[src/rtl/alu_issue_wb.sv]
// Decode/issue and writeback stage around the 16-bit ALU: one instruction per 3 cycles (2 for non-ALU types).
// Operands are read at the accept edge, the ALU is enabled for one cycle, and the result is committed on the WB exit edge.
module alu_issue_wb #(
  parameter int DATA_W = 16,
  parameter int NREGS  = 8
) (
  input  logic              clk,
  input  logic              rst_n,
  input  logic              instr_valid,
  output logic              instr_ready,
  input  logic [15:0]       instr,
  output logic              alu_en,
  output logic [1:0]        alu_type,
  output logic [4:0]        alu_opcode,
  output logic [DATA_W-1:0] alu_r1,
  output logic [DATA_W-1:0] alu_r2,
  input  logic [DATA_W-1:0] alu_acc,
  input  logic              alu_carry,
  input  logic              alu_overflow,
  input  logic              alu_zero,
  input  logic              alu_bool,
  output logic [3:0]        flags,
  output logic              done,
  output logic              illegal,
  input  logic [2:0]        dbg_addr,
  output logic [DATA_W-1:0] dbg_data
);

  typedef enum logic [1:0] {IDLE, ISSUE, WB} state_t;

  state_t            state, state_nxt;
  logic [DATA_W-1:0] regs [NREGS];
  logic [15:0]       instr_q;
  logic [DATA_W-1:0] res_acc;
  logic [3:0]        res_flags;
  logic              accept;

  function automatic logic is_imm(input logic [4:0] op);
    case (op)
      5'b00100, 5'b00110, 5'b01111, 5'b10001, 5'b00111, 5'b10011: is_imm = 1'b1;
      default:                                                    is_imm = 1'b0;
    endcase
  endfunction

  function automatic logic is_result(input logic [4:0] op);
    case (op)
      5'b00011, 5'b00100, 5'b00101, 5'b00110, 5'b01110, 5'b01111,
      5'b01000, 5'b01001, 5'b01010, 5'b01011, 5'b01100, 5'b01101: is_result = 1'b1;
      default:                                                    is_result = 1'b0;
    endcase
  endfunction

  assign accept   = instr_valid & instr_ready;
  assign dbg_data = regs[dbg_addr];

  always_comb begin
    state_nxt   = state;
    instr_ready = 1'b0;
    done        = 1'b0;
    illegal     = 1'b0;
    case (state)
      IDLE: begin
        instr_ready = 1'b1;
        if (accept) state_nxt = (instr[15:14] == 2'b00) ? ISSUE : WB;
      end
      ISSUE: state_nxt = WB;
      WB: begin
        done      = 1'b1;
        illegal   = instr_q[15];
        state_nxt = IDLE;
      end
      default: state_nxt = IDLE;
    endcase
  end

  always_ff @(posedge clk or negedge rst_n) begin
    if (!rst_n) state <= IDLE;
    else        state <= state_nxt;
  end

  always_ff @(posedge clk or negedge rst_n) begin
    if (!rst_n) begin
      instr_q    <= '0;
      alu_en     <= 1'b0;
      alu_type   <= 2'b00;
      alu_opcode <= '0;
      alu_r1     <= '0;
      alu_r2     <= '0;
      res_acc    <= '0;
      res_flags  <= '0;
      flags      <= '0;
      for (int i = 0; i < NREGS; i++) regs[i] <= '0;
    end else begin
      if (accept) begin
        instr_q <= instr;
        if (instr[15:14] == 2'b00) begin
          alu_en     <= 1'b1;
          alu_type   <= 2'b00;
          alu_opcode <= instr[13:9];
          // Immediate forms use rd as the first source; the write-back happens two edges later.
          if (is_imm(instr[13:9])) begin
            alu_r1 <= regs[instr[8:6]];
            alu_r2 <= DATA_W'(instr[5:0]);
          end else begin
            alu_r1 <= regs[instr[5:3]];
            alu_r2 <= regs[instr[2:0]];
          end
        end
      end
      if (state == ISSUE) begin
        alu_en    <= 1'b0;
        res_acc   <= alu_acc;
        res_flags <= {alu_carry, alu_overflow, alu_zero, alu_bool};
      end
      if (state == WB) begin
        case (instr_q[15:14])
          2'b00: begin
            flags <= res_flags;
            if (is_result(instr_q[13:9])) regs[instr_q[8:6]] <= res_acc;
          end
          2'b01:   regs[instr_q[13:11]] <= DATA_W'(instr_q[10:0]);
          default: ;
        endcase
      end
    end
  end

endmodule
[config.mk]
export PLATFORM = sky130hd
export DESIGN_NAME = alu_issue_wb
export DESIGN_NICKNAME = d
export VERILOG_FILES = /design/src/rtl/alu_issue_wb.sv
export SDC_FILE = /design/constraint.sdc
export NUM_CORES = 1
export LEC_CHECK = 0
export ABC_AREA = 1
export BUFFER_PORTS_ARGS = -buffer_cell sky130_fd_sc_hd__buf_2
export CORE_MARGIN = 10
export CORE_UTILIZATION = 30
export DETAILED_ROUTE_END_ITERATION = 8
export HOLD_SLACK_MARGIN = 0.06
export PLACE_DENSITY = 0.5
export SLEW_MARGIN = 30
export SYNTH_ARGS = -nofsm -noshare
export SYNTH_HDL_FRONTEND = slang
export SYNTH_SLANG_ARGS = --single-unit
[constraint.sdc]
create_clock -name clk -period 1.9 [get_ports clk]
set_clock_uncertainty 0.2 [all_clocks]
set_input_delay 0.19 -clock clk [delete_from_list [all_inputs] [get_ports clk]]
set_output_delay 0.19 -clock clk [all_outputs]
set_load 0.02 [all_outputs]
==> impl_metrics.tcl <==
set metrics [dict create \
    antenna_cells 0 \
    cp-start-kind "flop" \
    violations "setup timing" \
    p_leak_nw 9.18 \
    syn_to_final_growth_pct 33.3 \
    die_area_um2 57100 \
    net-switching-power_w 0.00699 \
    min_path_cells 4 \
    cts_num_sinks 208 \
    cts_root_buf "clkbuf_16" \
    required_ns 1.51 \
    ys_types 31 \
    cts_max_path_buffers 3 \
    fmax_mhz 455 \
    p_seq_share_pct 34.9 \
    core_area_um2 47500 \
    drt_wl_total_mm 65.6 \
    place_congestion 0.935 \
    clk_pin_slew_worst_paths_ns 0.06 \
    vias 16800 \
    dp_hpwl_mm 46.1 \
    grt_pass1_vias 15700 \
    overflow 0 \
    sw_frac_of_total_pct 40.0 \
    cp.arrival_ns 1.81 \
    cp_max_fo 2 \
    worst_pin_slew_ns 0.852 \
    layout_commonest_cell "nand2_1" \
    drc 0 \
    fp.dieH_um 239 \
    relSlewSlack_pct 43.0 \
    rows 80 \
    finalMaxSlewViolations 0 \
    period_share_pct 116 \
    synth.avg_cell_area_um2 6.59 \
    dp.cells 2869 \
    start_util_pct 30.2 \
    layout_common_cells "nand2_1, o21ai_0, buf_4" \
    first_pass_iters 6 \
    cpPeakStageDelay_ns 0.36 \
    p_per_area_nw_per_um2 912 \
    holdCritPathClass "in2reg" \
    setup_violations 18 \
    grt_use_total_pct 22.2 \
    comb_power_share_pct 35.7 \
    run_status "finished, violations left" \
    portBuffers 102 \
    finalCriticalPeriod_ns 2.20 \
    layout.nets 2462 \
    synth-seq-cells 208 \
    rr_worst_depth 9 \
    p_int_w 0.0105 \
    hold_end "instr_q[6]" \
    antenna_found_initial 2 \
    maxCapViolCount 0 \
    post-route-util_pct 40.3 \
    hold_slack_ns 0.0733 \
    worstPathCellList "inv_2, a21oi_2, o21ai_1, nand2_1, nor2_2, a31oi_2, buf_4, buf_6" \
    hold_viol 0 \
    reg2reg_slack_ns 0 \
    clockPowerShare_pct 29.3 \
    io_pins 105 \
    wl_per_cell_um 21.5 \
    via_per_inst 5.49 \
    ctsHtreeMaxLevel 1 \
    fin_ws_ns -0.298 \
    rsz0062_at_grt "yes" \
    drtAntennaViolNets 0 \
    finalPower_w 0.0175 \
    die_x_um 239 \
    hold_start "instr[6]" \
    crit_slowest_cell "dfrtp_1" \
    cts_made_buffers 26 \
    yosys_warnings 0 \
    grt_pass1_wl_mm 98.8 \
    fin_cells 3055 \
    drive_above_1_share_pct 23.4 \
    cts_tree "done" \
    grt_max_degree 97 \
    synthCells 2181 \
    first_iter_violations 1866 \
    ys_seq_area_share_pct 36.2 \
    r2r_start "instr_q[15]" \
    clk_latency_ns 0.59 \
    netlist_area_um2 14400 \
    setup_tns_ns -2.58 \
    critPathKind "reg2out" \
    r2r_end "regs[26]" \
    end_kind "output pin" \
    vdd_drop_max_uv 598 \
]
[synth_stat cells, drive strengths merged]
master | count | area (µm²)
a31oi | 11 | 68.8
inv | 130 | 488
o22ai | 11 | 68.8
o21ai | 263 | 1340
nand2 | 771 | 2930
nor2 | 77 | 310
nor3 | 9 | 45.0
a21oi | 129 | 646
conb | 1 | 3.75
o211ai | 87 | 653
a22oi | 2 | 15.0
clkbuf | 96 | 360
clkinv | 9 | 33.8
o21bai | 3 | 56.3
nand4 | 129 | 807
buf | 79 | 419
nand3 | 165 | 913
dfrtp | 208 | 5200
or2 | 1 | 6.26
[area by class of cell]
type	instances	area, µm²
tap	615	769
timing repair buffer	382	3480
clock buffer	39	769
sequential	208	5230
inverter	139	534
multi-input combinational	1663	8280
fill	4979	28400
clock inverter	9	95.1
[critical path: cells and delay by family (launching register included)]
| kind | cells | cell delay [ns] |
|---|---|---|
| buf+inv | 3 | 0.35 |
| flops | 1 | 0.36 |
| simple gates | 2 | 0.12 |
| compound gates | 3 | 0.43 |
[metrics by stage]
step	area (µm²)	worst slack, ns
6_report	19200	-0.298
2_1_floorplan	14400	0.00365
3_3_place_gp	16400	-0.0936
5_1_grt	19200	-0.360
4_1_cts	18400	-0.256
3_5_place_dp	16400	-0.0804
[what timing repair did]
action	4_1_cts	5_1_grt
endpoints found under the hold margin	266	0
gates resized for setup	128	124
gates cloned	4	9
hold buffers	38	0
setup buffers	64	25
endpoints found under the setup margin	33	111
pin swaps	22	37
[sequential cells by signal (all words and copies together), names as in the netlist]
signal / cells
flags: 4
regs: 128
res_flags: 4
res_acc: 16
alu_opcode: 5
state: 2
alu_en: 1
alu_r1: 16
instr_q: 16
alu_r2: 16
[power by group through the flow]
stage                     sequential (W)  clock, W  combinational, W
after floorplan                  0.00605         0           0.00286
after global placement           0.00610         0           0.00512
after detailed placement         0.00613         0           0.00517
after CTS                        0.00603   0.00519           0.00568
after global routing             0.00619   0.00539           0.00676
final                            0.00610   0.00512           0.00625
[how the worst max path moves through the flow]
stage / start / end / slack (ns) / depth (start not counted)
finish: regs[40] / dbg_data[8] / -0.30 / 8
global route: regs[101] / dbg_data[5] / -0.36 / 7
CTS: regs[40] / dbg_data[8] / -0.26 / 8
detailed placement: dbg_addr[0] / dbg_data[8] / -0.08 / 10
global placement: dbg_addr[0] / dbg_data[8] / -0.09 / 10
floorplan: state[0] / alu_r2[15] / 0.004 / 6
[logic make-up after synthesis]
group | share of synthesized area, %
and+or+nand+nor | 34.9
AOI/OAI and AO/OA | 19.8
buffers and inverters | 9.05
DFF | 36.2
other | 0.0261
[layer usage]
metal	global-route usage [%]	routed length, µm	vias up
li1	-	-	7861
met1	32.4	30100	7936
met2	32.7	27600	837
met3	3.75	5980	147
met4	6.66	1960	0
met5	0	0	-
No activity file was read; power rests on OpenSTA's default activity.
